--- config.mk ---
export PLATFORM = sky130hd
export DESIGN_NAME = rvvi_retire_buffer_flat
export DESIGN_NICKNAME = d
export VERILOG_FILES = /design/src/rtl/rvvi_retire_buffer_if.sv /design/src/rtl/rvvi_retire_buffer.sv /design/src/flat_wrapper.sv
export SDC_FILE = /design/constraint.sdc
export NUM_CORES = 2
export LEC_CHECK = 0
export BUFFER_PORTS_ARGS = -buffer_cell sky130_fd_sc_hd__buf_2
export CORE_ASPECT_RATIO = 0.7
export CORE_MARGIN = 4
export CORE_UTILIZATION = 45
export CTS_CLUSTER_SIZE = 14
export DETAILED_ROUTE_END_ITERATION = 6
export GPL_TIMING_DRIVEN = 0
export RECOVER_POWER = 50
export SYNTH_ARGS = -nofsm -noshare
export SYNTH_HDL_FRONTEND = slang
export SYNTH_SLANG_ARGS = --single-unit
--- constraint.sdc ---
create_clock -name clk -period 42.1 [get_ports clk]
set_input_delay 2.105 -clock clk [delete_from_list [all_inputs] [get_ports clk]]
set_output_delay 2.105 -clock clk [all_outputs]
set_load 0.02 [all_outputs]
--- src/rtl/rvvi_retire_buffer_if.sv ---
// Retirement bundle interface for rvvi_retire_buffer.
//   in_*      : NRET-lane RVVI retirement inputs, lane k at [k*W +: W]
//   in_ready  : buffer can take a full NRET-lane beat
//   out_*     : single-lane head entry with valid/ready handshake
//   count, halted, err_* : buffer status and sticky error captures
// master drives the retirement lanes and consumes the output stream;
// slave is the buffer itself.
interface rvvi_retire_buffer_if #(
    parameter int unsigned XLEN  = 32,
    parameter int unsigned ILEN  = 32,
    parameter int unsigned NRET  = 2,
    parameter int unsigned DEPTH = 8
);
    logic [NRET-1:0]        in_valid;
    logic [NRET*XLEN-1:0]   in_order;
    logic [NRET*ILEN-1:0]   in_insn;
    logic [NRET-1:0]        in_trap;
    logic [NRET-1:0]        in_halt;
    logic [NRET*2-1:0]      in_mode;
    logic [NRET*XLEN-1:0]   in_pc_rdata;
    logic [NRET*XLEN-1:0]   in_pc_wdata;
    logic [NRET*5-1:0]      in_x_addr;
    logic [NRET*XLEN-1:0]   in_x_wdata;
    logic [NRET-1:0]        in_x_wb;
    logic                   in_ready;

    logic                   out_valid;
    logic                   out_ready;
    logic [XLEN-1:0]        out_order;
    logic [ILEN-1:0]        out_insn;
    logic                   out_trap;
    logic                   out_halt;
    logic [1:0]             out_mode;
    logic [XLEN-1:0]        out_pc_rdata;
    logic [XLEN-1:0]        out_pc_wdata;
    logic [4:0]             out_x_addr;
    logic [XLEN-1:0]        out_x_wdata;
    logic                   out_x_wb;

    logic [$clog2(DEPTH):0] count;
    logic                   halted;
    logic                   err_order;
    logic [XLEN-1:0]        err_exp;
    logic [XLEN-1:0]        err_got;
    logic                   err_post_halt;

    modport master (
        output in_valid, in_order, in_insn, in_trap, in_halt, in_mode,
               in_pc_rdata, in_pc_wdata, in_x_addr, in_x_wdata, in_x_wb,
               out_ready,
        input  in_ready, out_valid, out_order, out_insn, out_trap, out_halt,
               out_mode, out_pc_rdata, out_pc_wdata, out_x_addr, out_x_wdata,
               out_x_wb, count, halted, err_order, err_exp, err_got,
               err_post_halt
    );

    modport slave (
        input  in_valid, in_order, in_insn, in_trap, in_halt, in_mode,
               in_pc_rdata, in_pc_wdata, in_x_addr, in_x_wdata, in_x_wb,
               out_ready,
        output in_ready, out_valid, out_order, out_insn, out_trap, out_halt,
               out_mode, out_pc_rdata, out_pc_wdata, out_x_addr, out_x_wdata,
               out_x_wb, count, halted, err_order, err_exp, err_got,
               err_post_halt
    );
endinterface

--- src/rtl/rvvi_retire_buffer.sv ---
// rvvi_retire_buffer: compacts up to NRET RVVI retirement lanes per cycle
// into a FIFO and presents them one per cycle (first-word-fall-through)
// to a trace/compare consumer. Checks order-count continuity and tracks
// halt: once a halt retires the buffer stops accepting, drains, and
// reports halted.
//   clk   : rising-edge clock
//   reset : synchronous active-high reset (flushes FIFO, clears errors)
//   bus   : rvvi_retire_buffer_if slave (lanes in, head out, status)
module rvvi_retire_buffer #(
    parameter int unsigned XLEN  = 32,
    parameter int unsigned ILEN  = 32,
    parameter int unsigned NRET  = 2,
    parameter int unsigned DEPTH = 8
) (
    input logic                 clk,
    input logic                 reset,
    rvvi_retire_buffer_if.slave bus
);
    localparam int unsigned PW = $clog2(DEPTH);
    localparam int unsigned CW = PW + 1;

    typedef enum logic [1:0] {RUN, DRAIN, HALTED} state_t;

    typedef struct packed {
        logic [XLEN-1:0] order;
        logic [ILEN-1:0] insn;
        logic            trap;
        logic            halt;
        logic [1:0]      mode;
        logic [XLEN-1:0] pc_rdata;
        logic [XLEN-1:0] pc_wdata;
        logic [4:0]      x_addr;
        logic [XLEN-1:0] x_wdata;
        logic            x_wb;
    } entry_t;

    state_t          state, state_next;
    entry_t          mem [DEPTH];
    entry_t          lane_e [NRET];
    entry_t          head;
    logic [PW-1:0]   slot_off [NRET];
    logic [PW-1:0]   off;
    logic [NRET-1:0] keep;
    logic            seen_halt, halt_kept, post_halt_drop;
    logic [PW-1:0]   wr_ptr, rd_ptr;
    logic [CW-1:0]   count, count_next, npush;
    logic            in_ready, out_valid, push, pop;

    logic            exp_valid_q, exp_valid_next;
    logic [XLEN-1:0] exp_q, exp_next;
    logic            err_order_q, err_order_next;
    logic [XLEN-1:0] err_exp_q, err_exp_next, err_got_q, err_got_next;
    logic            err_post_halt_q;

    // Lane unpack, halt truncation and compaction offsets.
    always_comb begin
        keep           = '0;
        off            = '0;
        npush          = '0;
        seen_halt      = 1'b0;
        halt_kept      = 1'b0;
        post_halt_drop = 1'b0;
        for (int unsigned k = 0; k < NRET; k++) begin
            lane_e[k].order    = bus.in_order[k*XLEN +: XLEN];
            lane_e[k].insn     = bus.in_insn[k*ILEN +: ILEN];
            lane_e[k].trap     = bus.in_trap[k];
            lane_e[k].halt     = bus.in_halt[k];
            lane_e[k].mode     = bus.in_mode[k*2 +: 2];
            lane_e[k].pc_rdata = bus.in_pc_rdata[k*XLEN +: XLEN];
            lane_e[k].pc_wdata = bus.in_pc_wdata[k*XLEN +: XLEN];
            lane_e[k].x_addr   = bus.in_x_addr[k*5 +: 5];
            lane_e[k].x_wdata  = bus.in_x_wdata[k*XLEN +: XLEN];
            lane_e[k].x_wb     = bus.in_x_wb[k];
            slot_off[k]        = off;
            if (bus.in_valid[k] && seen_halt) begin
                post_halt_drop = 1'b1;
            end
            keep[k] = bus.in_valid[k] && !seen_halt;
            if (keep[k]) begin
                off   = off + 1'b1;
                npush = npush + 1'b1;
                if (bus.in_halt[k]) begin
                    seen_halt = 1'b1;
                    halt_kept = 1'b1;
                end
            end
        end
    end

    assign in_ready   = (state == RUN) && (count <= CW'(DEPTH - NRET));
    assign push       = in_ready && (|bus.in_valid);
    assign out_valid  = (count != '0);
    assign pop        = out_valid && bus.out_ready;
    assign count_next = count + (push ? npush : '0) - CW'(pop);

    // Order check walks kept lanes in compaction order. Every kept lane
    // resyncs exp to order+1 whether it matched or not, so the three
    // cases collapse to one update plus a first-mismatch capture.
    always_comb begin
        exp_next       = exp_q;
        exp_valid_next = exp_valid_q;
        err_order_next = err_order_q;
        err_exp_next   = err_exp_q;
        err_got_next   = err_got_q;
        if (push) begin
            for (int unsigned k = 0; k < NRET; k++) begin
                if (keep[k]) begin
                    if (exp_valid_next && (lane_e[k].order != exp_next)
                        && !err_order_next) begin
                        err_order_next = 1'b1;
                        err_exp_next   = exp_next;
                        err_got_next   = lane_e[k].order;
                    end
                    exp_next       = lane_e[k].order + 1'b1;
                    exp_valid_next = 1'b1;
                end
            end
        end
    end

    always_comb begin
        state_next = state;
        case (state)
            RUN:     if (push && halt_kept) state_next = DRAIN;
            DRAIN:   if (count_next == '0)  state_next = HALTED;
            HALTED:  state_next = HALTED;
            default: state_next = RUN;
        endcase
    end

    always_ff @(posedge clk) begin
        if (reset) begin
            state           <= RUN;
            wr_ptr          <= '0;
            rd_ptr          <= '0;
            count           <= '0;
            exp_q           <= '0;
            exp_valid_q     <= 1'b0;
            err_order_q     <= 1'b0;
            err_exp_q       <= '0;
            err_got_q       <= '0;
            err_post_halt_q <= 1'b0;
        end else begin
            state       <= state_next;
            count       <= count_next;
            exp_q       <= exp_next;
            exp_valid_q <= exp_valid_next;
            err_order_q <= err_order_next;
            err_exp_q   <= err_exp_next;
            err_got_q   <= err_got_next;
            if (push) begin
                wr_ptr <= wr_ptr + PW'(npush);
                if (post_halt_drop) begin
                    err_post_halt_q <= 1'b1;
                end
            end
            if (pop) begin
                rd_ptr <= rd_ptr + 1'b1;
            end
        end
    end

    // Storage is not reset; pointers and count define what is live.
    always_ff @(posedge clk) begin
        if (push && !reset) begin
            for (int unsigned k = 0; k < NRET; k++) begin
                if (keep[k]) begin
                    mem[wr_ptr + slot_off[k]] <= lane_e[k];
                end
            end
        end
    end

    // Gating with out_valid keeps out_* at zero after reset and when empty.
    assign head = out_valid ? mem[rd_ptr] : '0;

    assign bus.in_ready      = in_ready;
    assign bus.out_valid     = out_valid;
    assign bus.out_order     = head.order;
    assign bus.out_insn      = head.insn;
    assign bus.out_trap      = head.trap;
    assign bus.out_halt      = head.halt;
    assign bus.out_mode      = head.mode;
    assign bus.out_pc_rdata  = head.pc_rdata;
    assign bus.out_pc_wdata  = head.pc_wdata;
    assign bus.out_x_addr    = head.x_addr;
    assign bus.out_x_wdata   = head.x_wdata;
    assign bus.out_x_wb      = head.x_wb;
    assign bus.count         = count;
    assign bus.halted        = (state == HALTED);
    assign bus.err_order     = err_order_q;
    assign bus.err_exp       = err_exp_q;
    assign bus.err_got       = err_got_q;
    assign bus.err_post_halt = err_post_halt_q;
endmodule
--- src/flat_wrapper.sv ---
// flat-port wrapper written by rule: the top's interface ports become plain ports
module rvvi_retire_buffer_flat 
#(
    parameter int unsigned XLEN  = 32,
    parameter int unsigned ILEN  = 32,
    parameter int unsigned NRET  = 2,
    parameter int unsigned DEPTH = 8
)
  (clk, reset, bus_in_valid, bus_in_order, bus_in_insn, bus_in_trap, bus_in_halt, bus_in_mode, bus_in_pc_rdata, bus_in_pc_wdata, bus_in_x_addr, bus_in_x_wdata, bus_in_x_wb, bus_out_ready, bus_in_ready, bus_out_valid, bus_out_order, bus_out_insn, bus_out_trap, bus_out_halt, bus_out_mode, bus_out_pc_rdata, bus_out_pc_wdata, bus_out_x_addr, bus_out_x_wdata, bus_out_x_wb, bus_count, bus_halted, bus_err_order, bus_err_exp, bus_err_got, bus_err_post_halt);
  rvvi_retire_buffer_if #(.XLEN(XLEN), .ILEN(ILEN), .NRET(NRET), .DEPTH(DEPTH)) bus_i ();
  input logic clk;
  input logic reset;
  input wire logic [$bits(bus_i.in_valid)-1:0] bus_in_valid;
  input wire logic [$bits(bus_i.in_order)-1:0] bus_in_order;
  input wire logic [$bits(bus_i.in_insn)-1:0] bus_in_insn;
  input wire logic [$bits(bus_i.in_trap)-1:0] bus_in_trap;
  input wire logic [$bits(bus_i.in_halt)-1:0] bus_in_halt;
  input wire logic [$bits(bus_i.in_mode)-1:0] bus_in_mode;
  input wire logic [$bits(bus_i.in_pc_rdata)-1:0] bus_in_pc_rdata;
  input wire logic [$bits(bus_i.in_pc_wdata)-1:0] bus_in_pc_wdata;
  input wire logic [$bits(bus_i.in_x_addr)-1:0] bus_in_x_addr;
  input wire logic [$bits(bus_i.in_x_wdata)-1:0] bus_in_x_wdata;
  input wire logic [$bits(bus_i.in_x_wb)-1:0] bus_in_x_wb;
  input wire logic [$bits(bus_i.out_ready)-1:0] bus_out_ready;
  output wire logic [$bits(bus_i.in_ready)-1:0] bus_in_ready;
  output wire logic [$bits(bus_i.out_valid)-1:0] bus_out_valid;
  output wire logic [$bits(bus_i.out_order)-1:0] bus_out_order;
  output wire logic [$bits(bus_i.out_insn)-1:0] bus_out_insn;
  output wire logic [$bits(bus_i.out_trap)-1:0] bus_out_trap;
  output wire logic [$bits(bus_i.out_halt)-1:0] bus_out_halt;
  output wire logic [$bits(bus_i.out_mode)-1:0] bus_out_mode;
  output wire logic [$bits(bus_i.out_pc_rdata)-1:0] bus_out_pc_rdata;
  output wire logic [$bits(bus_i.out_pc_wdata)-1:0] bus_out_pc_wdata;
  output wire logic [$bits(bus_i.out_x_addr)-1:0] bus_out_x_addr;
  output wire logic [$bits(bus_i.out_x_wdata)-1:0] bus_out_x_wdata;
  output wire logic [$bits(bus_i.out_x_wb)-1:0] bus_out_x_wb;
  output wire logic [$bits(bus_i.count)-1:0] bus_count;
  output wire logic [$bits(bus_i.halted)-1:0] bus_halted;
  output wire logic [$bits(bus_i.err_order)-1:0] bus_err_order;
  output wire logic [$bits(bus_i.err_exp)-1:0] bus_err_exp;
  output wire logic [$bits(bus_i.err_got)-1:0] bus_err_got;
  output wire logic [$bits(bus_i.err_post_halt)-1:0] bus_err_post_halt;
  assign bus_i.in_valid = bus_in_valid;
  assign bus_i.in_order = bus_in_order;
  assign bus_i.in_insn = bus_in_insn;
  assign bus_i.in_trap = bus_in_trap;
  assign bus_i.in_halt = bus_in_halt;
  assign bus_i.in_mode = bus_in_mode;
  assign bus_i.in_pc_rdata = bus_in_pc_rdata;
  assign bus_i.in_pc_wdata = bus_in_pc_wdata;
  assign bus_i.in_x_addr = bus_in_x_addr;
  assign bus_i.in_x_wdata = bus_in_x_wdata;
  assign bus_i.in_x_wb = bus_in_x_wb;
  assign bus_i.out_ready = bus_out_ready;
  assign bus_in_ready = bus_i.in_ready;
  assign bus_out_valid = bus_i.out_valid;
  assign bus_out_order = bus_i.out_order;
  assign bus_out_insn = bus_i.out_insn;
  assign bus_out_trap = bus_i.out_trap;
  assign bus_out_halt = bus_i.out_halt;
  assign bus_out_mode = bus_i.out_mode;
  assign bus_out_pc_rdata = bus_i.out_pc_rdata;
  assign bus_out_pc_wdata = bus_i.out_pc_wdata;
  assign bus_out_x_addr = bus_i.out_x_addr;
  assign bus_out_x_wdata = bus_i.out_x_wdata;
  assign bus_out_x_wb = bus_i.out_x_wb;
  assign bus_count = bus_i.count;
  assign bus_halted = bus_i.halted;
  assign bus_err_order = bus_i.err_order;
  assign bus_err_exp = bus_i.err_exp;
  assign bus_err_got = bus_i.err_got;
  assign bus_err_post_halt = bus_i.err_post_halt;
  rvvi_retire_buffer #(.XLEN(XLEN), .ILEN(ILEN), .NRET(NRET), .DEPTH(DEPTH)) u_core (.clk(clk), .reset(reset), .bus(bus_i));
endmodule
# Word level (Yosys, flattened, before mapping)
# Memories as Yosys holds them, arrays and structs flattened. A register that Yosys moved wholly into a read port is not among the register bits.
# Index checks and enable logic that the tools add are counted.
# totals
regBits	111
latch_bits	0
mem_bits_rw	1360
rom_bits	0
input_bits	345
output_inout_bits	243
wordCells	87
memories	1
# memory_table
name	words	width	rd	rd_ports_with_merged_regs	wr	line_no	rtl
u_core.mem	8	170	1	1	2	rvvi_retire_buffer.sv:38	entry_t mem [DEPTH];
# classes
addsub	8
multipliers	0
div	0
n_lt_le_gt_ge	1
n_eq_ne	6
n_shift	0
mux	40
n_bitwise	0
reduce_logical	21
# op_table
operator	count
2-to-1 mux 32 bit	11
2-to-1 mux 170 bit	1
adder 32 x 1 -> 32 bit, second input constant	2
inequality test 32 bit	2
2-to-1 mux 1 bit	21
logical AND 1 bit	11
2-to-1 mux 4 bit	2
adder 3 bit	2
2-to-1 mux 3 bit	2
case mux 2 bit (3 select lines)	1
adder 4 bit	1
less-or-equal comparator 4 x 3 -> 1 bit, second input constant	1
logical NOT 1 bit	4
logical NOT 4 bit	1
2-to-1 mux 2 bit	2
AND reduction 2 bit	2
nonzero test 4 bit	1
subtractor 4 x 1 -> 4 bit	1
adder 3 x 1 -> 3 bit, second input constant	1
adder 1 x 1 -> 2 bit, second input constant	1
== test 2 x 1 -> 1 bit, second input constant	1
== test 2 bit, second input constant	1
logical NOT 2 bit	1
inequality test 2 x 1 -> 1 bit, second input constant	1
2 further kinds	2

# Depth between registers and ports, before layout
# depth
ltp_word	11
mapped_depth	22
depth_no_buf	18

# Least setup slack after synthesis
# Ideal clock, no wire load.
# synth_timing
path_kind	in2reg
startpoint	in bus_in_valid[0]
endpoint	mem u_core.mem[1][0] (netlist bit) (enable)
arrival_time_ns	16.081
required_time_ns	41.150
path_slack_ns	25.069
cell_stages	8
path_cell_list	buf_2 > buf_2 > buf_2 > clkbuf_1 > clkbuf_1 > clkbuf_1 > nand4_1 > o31ai_1
# synth_lines
element	line_no	rtl
from (decl)	flat_wrapper.sv:13	input wire logic [$bits(bus_i.in_valid)-1:0] bus_in_valid;
to (decl)	rvvi_retire_buffer.sv:38	

==> reports/qor.txt <==
CP max stage delay: 1.10 ns
cell repeated most along the worst path: sky130_fd_sc_hd__clkbuf_1
area growth from synthesis to layout: 15.10%
Layout Skew: 0.02377 ns
Die H: 352.7 microns
core region area: 0.1687 sq mm
max-cap violations: 11
cell leakage power: 28.08 nW
number of violations reported at the end of detailed-routing iteration 0: 6579
# DRC: 0
setup_tns: 0 ns
Hold Path Class: flip-flop to flip-flop
worst reg-to-reg path cell count: 16
root buf cell: sky130_fd_sc_hd__clkbuf_16
Cell Rows: 126
remaining number of nets flagged by the antenna check after routing: 0
CTS H-tree lvls: 4
achievable clock frequency: 88.33 MHz
portion of the post-synthesis area used by sequential elements: 0.5645
portion of synthesized cell area occupied by the leading cell type: 0.5346
leading register cell type out of synthesis: sky130_fd_sc_hd__edfxtp_1
initial antenna violation count: 97
via count of the first global-routing pass: 49780
weighted congestion reported at the end of routability-driven placement: 1.011
post-layout worst setup margin: 30.78 ns
violations in the final reports: max-capacitance violations, max-slew violations
routed length per instance: 33.37 microns
final setup violating endpoints: 0
total wire length after detailed routing: 273.7 mm
Final Critical Period: 11.32 ns
aggregate global-route resource usage: 0.3038
Hold Path Cell Cnt: 2
cell with the largest stage delay on the worst path: sky130_fd_sc_hd__clkbuf_1
register clock-pin slew on the reported worst setup and hold paths: 0.06 ns
critical path startpoint category: input port
total number of cells along the worst setup path: 17
CP max FO: 16
result of the run: complete, but fails checks
crit path kind: input port to flip-flop
postcts setup bufs: 0
critical path capture point type: flip-flop
power per cell area: 53.41 mW/mm^2
vias after detailed routing: 50390
GRT overflow: 0
worst-path cell chain: clkbuf_1, clkbuf_1, clkbuf_1, clkbuf_1, clkbuf_1, o21ai_0, nor2_1, and3_1, nand3_1, clkbuf_1, clkbuf_1, o21ai_0, clkbuf_1, clkbuf_1, buf_16, buf_12, buf_16
largest net degree at the start of global routing: 44
data required time of the worst path: 42.58 ns
quantity of gates resized following cts: 0
count of TritonRoute iterations in the first routing pass: 6
ports placed on the boundary: 588
worst setup slack after placement: 32.70 ns
Yosys warning count: 0
worst-case clock buffer depth: 3
maximum resistive drop on vdd: 0.00003181 V
buffers added on ports: 554
worst rel slew slack: -1.007
number of hold violations in the final report: 0
Cells after Synth: 5006
TritonCTS Buffers: 152
async set-reset flop share out of synthesis: 0
per-cell via count in the routed design: 6.144
layout net count: 6162
family with the most delay on the worst path: buffers and inverters
effective utilization at floorplan: 0.4529
Worst-Skew Late Latency: 0.80 ns
Avg Cell Area, Syn: 15.26 sq um
post-synth cell types: 77
count of hold buffers inserted by post-cts repair: 0
Tcrit/Tclk final: 0.2689
net count after synthesis: 5371
fraction of layout cells with a size suffix above 1: 0.3868
max-slew violation total from the final report: 130
number of synthesized flops with an enable pin: 1360
Die ar.: 0.1765 sq mm
actual slew at the worst max-slew pin: 2.980 ns
top cell type by total area after synthesis: sky130_fd_sc_hd__edfxtp_1
data arrival time of the worst path: 11.80 ns
area of the mapped netlist: 0.07639 sq mm
setup repair after global routing missed its margin: false
flip-flop and latch count after synthesis: 1474
TritonCTS clock tree: done
reg-to-reg slack, setup: 34.23 ns
Synth area leaders: sky130_fd_sc_hd__edfxtp_1, sky130_fd_sc_hd__mux2_2, sky130_fd_sc_hd__mux4_2
Clock Sink Count: 1474
wire length of the first global-routing pass: 383.9 mm
Die X-Extent: 500.5 microns
buffering stage count on the worst path with inverters included: 12
DP Wirelength: 192.4 mm
## area by class of cell
class                           instances  area, sq um
Antenna cell                           52        130.1
Buffer                                445         1700
Clock buffer                          204         4155
Clock inverter                         63        480.5
Fill cell                           14370        80750
Inverter                               39        146.4
Multi-Input combinational cell       3048        31470
Sequential cell                      1474        43120
Tap cell                             2240         2803
Timing Repair Buffer                  637         3930
## report_power, final
part           total [mW]  switching [mW]  internal, mW
clock network        1.31           0.590         0.723
registers            1.81          0.0631          1.74
logic                1.58            1.03         0.548
total                4.70            1.68          3.01
## metrics by stage
step	power, mW	cell area [sq um]	hold slack, ns	utilization	instances
after floorplan	2.793	76390	0.4574	-	5006
after global placement	3.462	81970	0.4561	0.4859	7800
after detailed placement	3.435	83800	0.4636	0.4968	7882
after CTS	4.744	88440	0.4737	0.5243	8149
after global routing	4.869	87870	0.5045	0.5209	8177
final	4.697	87930	0.4756	0.5213	8202
## cells in the mapped netlist (5+ instances only)
cell                        count
sky130_fd_sc_hd__nor3_1        32
sky130_fd_sc_hd__a22o_1        35
sky130_fd_sc_hd__ha_1          18
sky130_fd_sc_hd__nor4b_1        8
sky130_fd_sc_hd__nor3b_1        5
sky130_fd_sc_hd__mux2i_1      186
sky130_fd_sc_hd__nand2_1      162
sky130_fd_sc_hd__a211oi_1       9
sky130_fd_sc_hd__and3_1        28
sky130_fd_sc_hd__o211ai_1      20
sky130_fd_sc_hd__dfxtp_1      114
sky130_fd_sc_hd__o2bb2ai_1      7
sky130_fd_sc_hd__nand3_1       42
sky130_fd_sc_hd__nor4_1        31
sky130_fd_sc_hd__a21oi_1       65
sky130_fd_sc_hd__nor2b_1        7
sky130_fd_sc_hd__mux4_2       340
sky130_fd_sc_hd__mux2_2      1323
sky130_fd_sc_hd__xnor2_1       88
sky130_fd_sc_hd__nor2_1       271
sky130_fd_sc_hd__buf_2         19
sky130_fd_sc_hd__xor2_1        50
sky130_fd_sc_hd__or3_1         23
sky130_fd_sc_hd__a221oi_1      11
sky130_fd_sc_hd__o21ai_0      126
sky130_fd_sc_hd__a22oi_1       34
sky130_fd_sc_hd__edfxtp_1    1360
sky130_fd_sc_hd__nand2b_1       5
sky130_fd_sc_hd__and2_1        11
sky130_fd_sc_hd__o211a_1        5
sky130_fd_sc_hd__inv_1         37
sky130_fd_sc_hd__nand4_1       31
sky130_fd_sc_hd__buf_1         72
sky130_fd_sc_hd__clkbuf_1     351
## layout by cell type (no fill, tap or decap), types with 50 or more instances in the layout
master                      netlist  layout
sky130_fd_sc_hd__edfxtp_1      1360    1360
sky130_fd_sc_hd__mux2i_1        186     186
sky130_fd_sc_hd__xor2_1          50      50
sky130_fd_sc_hd__diode_2          0      52
sky130_fd_sc_hd__nor2_1         271     271
sky130_fd_sc_hd__o21ai_0        126     126
sky130_fd_sc_hd__clkbuf_1       351     669
sky130_fd_sc_hd__buf_2           19     339
sky130_fd_sc_hd__a21oi_1         65      65
sky130_fd_sc_hd__nand2_1        162     162
sky130_fd_sc_hd__mux4_2         340     340
sky130_fd_sc_hd__xnor2_1         88      88
sky130_fd_sc_hd__mux2_2        1323    1321
sky130_fd_sc_hd__clkbuf_16        0     156
sky130_fd_sc_hd__dfxtp_1        114     114
## worst register-to-register path: cells and delay by family (launching register included)
family                     cells  cell delay, ns
and+or+nand+nor                4            1.55
AOI/OAI and AO/OA              3            1.38
DFF                            1            0.38
buffers and inverters          8            4.06
adders and majority gates      1            0.18
## worst paths after layout
path / end / start
hold reg to reg: u_core.bus.err_exp[27] / u_core.bus.err_exp[27]
setup / recovery: u_core.mem[3][101] / bus_in_valid[0]
setup reg to reg: u_core.mem[3][101] / u_core.bus.count[3]
hold / removal: u_core.bus.err_exp[27] / u_core.bus.err_exp[27]
## flip-flops by register name, summed over array words and instances, names as in the netlist, named ones only
name                      flops
u_core.mem                 1360
u_core.bus.err_exp           32
u_core.bus.err_got           32
u_core.exp_q                 32
u_core.bus.count              4
u_core.rd_ptr                 3
u_core.wr_ptr                 3
u_core.state                  2
u_core.bus.err_order          1
u_core.bus.err_post_halt      1
u_core.exp_valid_q            1
## routing by layer
layer  vias up  share of wire  wire, microns  GRT usage
li1      21360              -              -          -
met1     26110           0.44         120200     0.4504
met2      2420           0.43         118300     0.4377
met3       469          0.095          25990    0.07707
met4        32          0.033           8947    0.09588
met5         -        0.00082            224          0
## kinds of logic (layout without fill, tap and decap cells)
logic type	count (synthesis)	count (layout)	synth area share
AOI/OAI and AO/OA	363	363	0.03099
adders and majority gates	21	21	0.003603
muxes	1849	1849	0.3196
other	0	52	0
xor gates and xnor gates	138	138	0.01582
and+or+nand+nor	677	677	0.04122
DFF	1474	1474	0.5645
buffers and inverters	484	1388	0.02429
(Power assumes the default switching activity.)
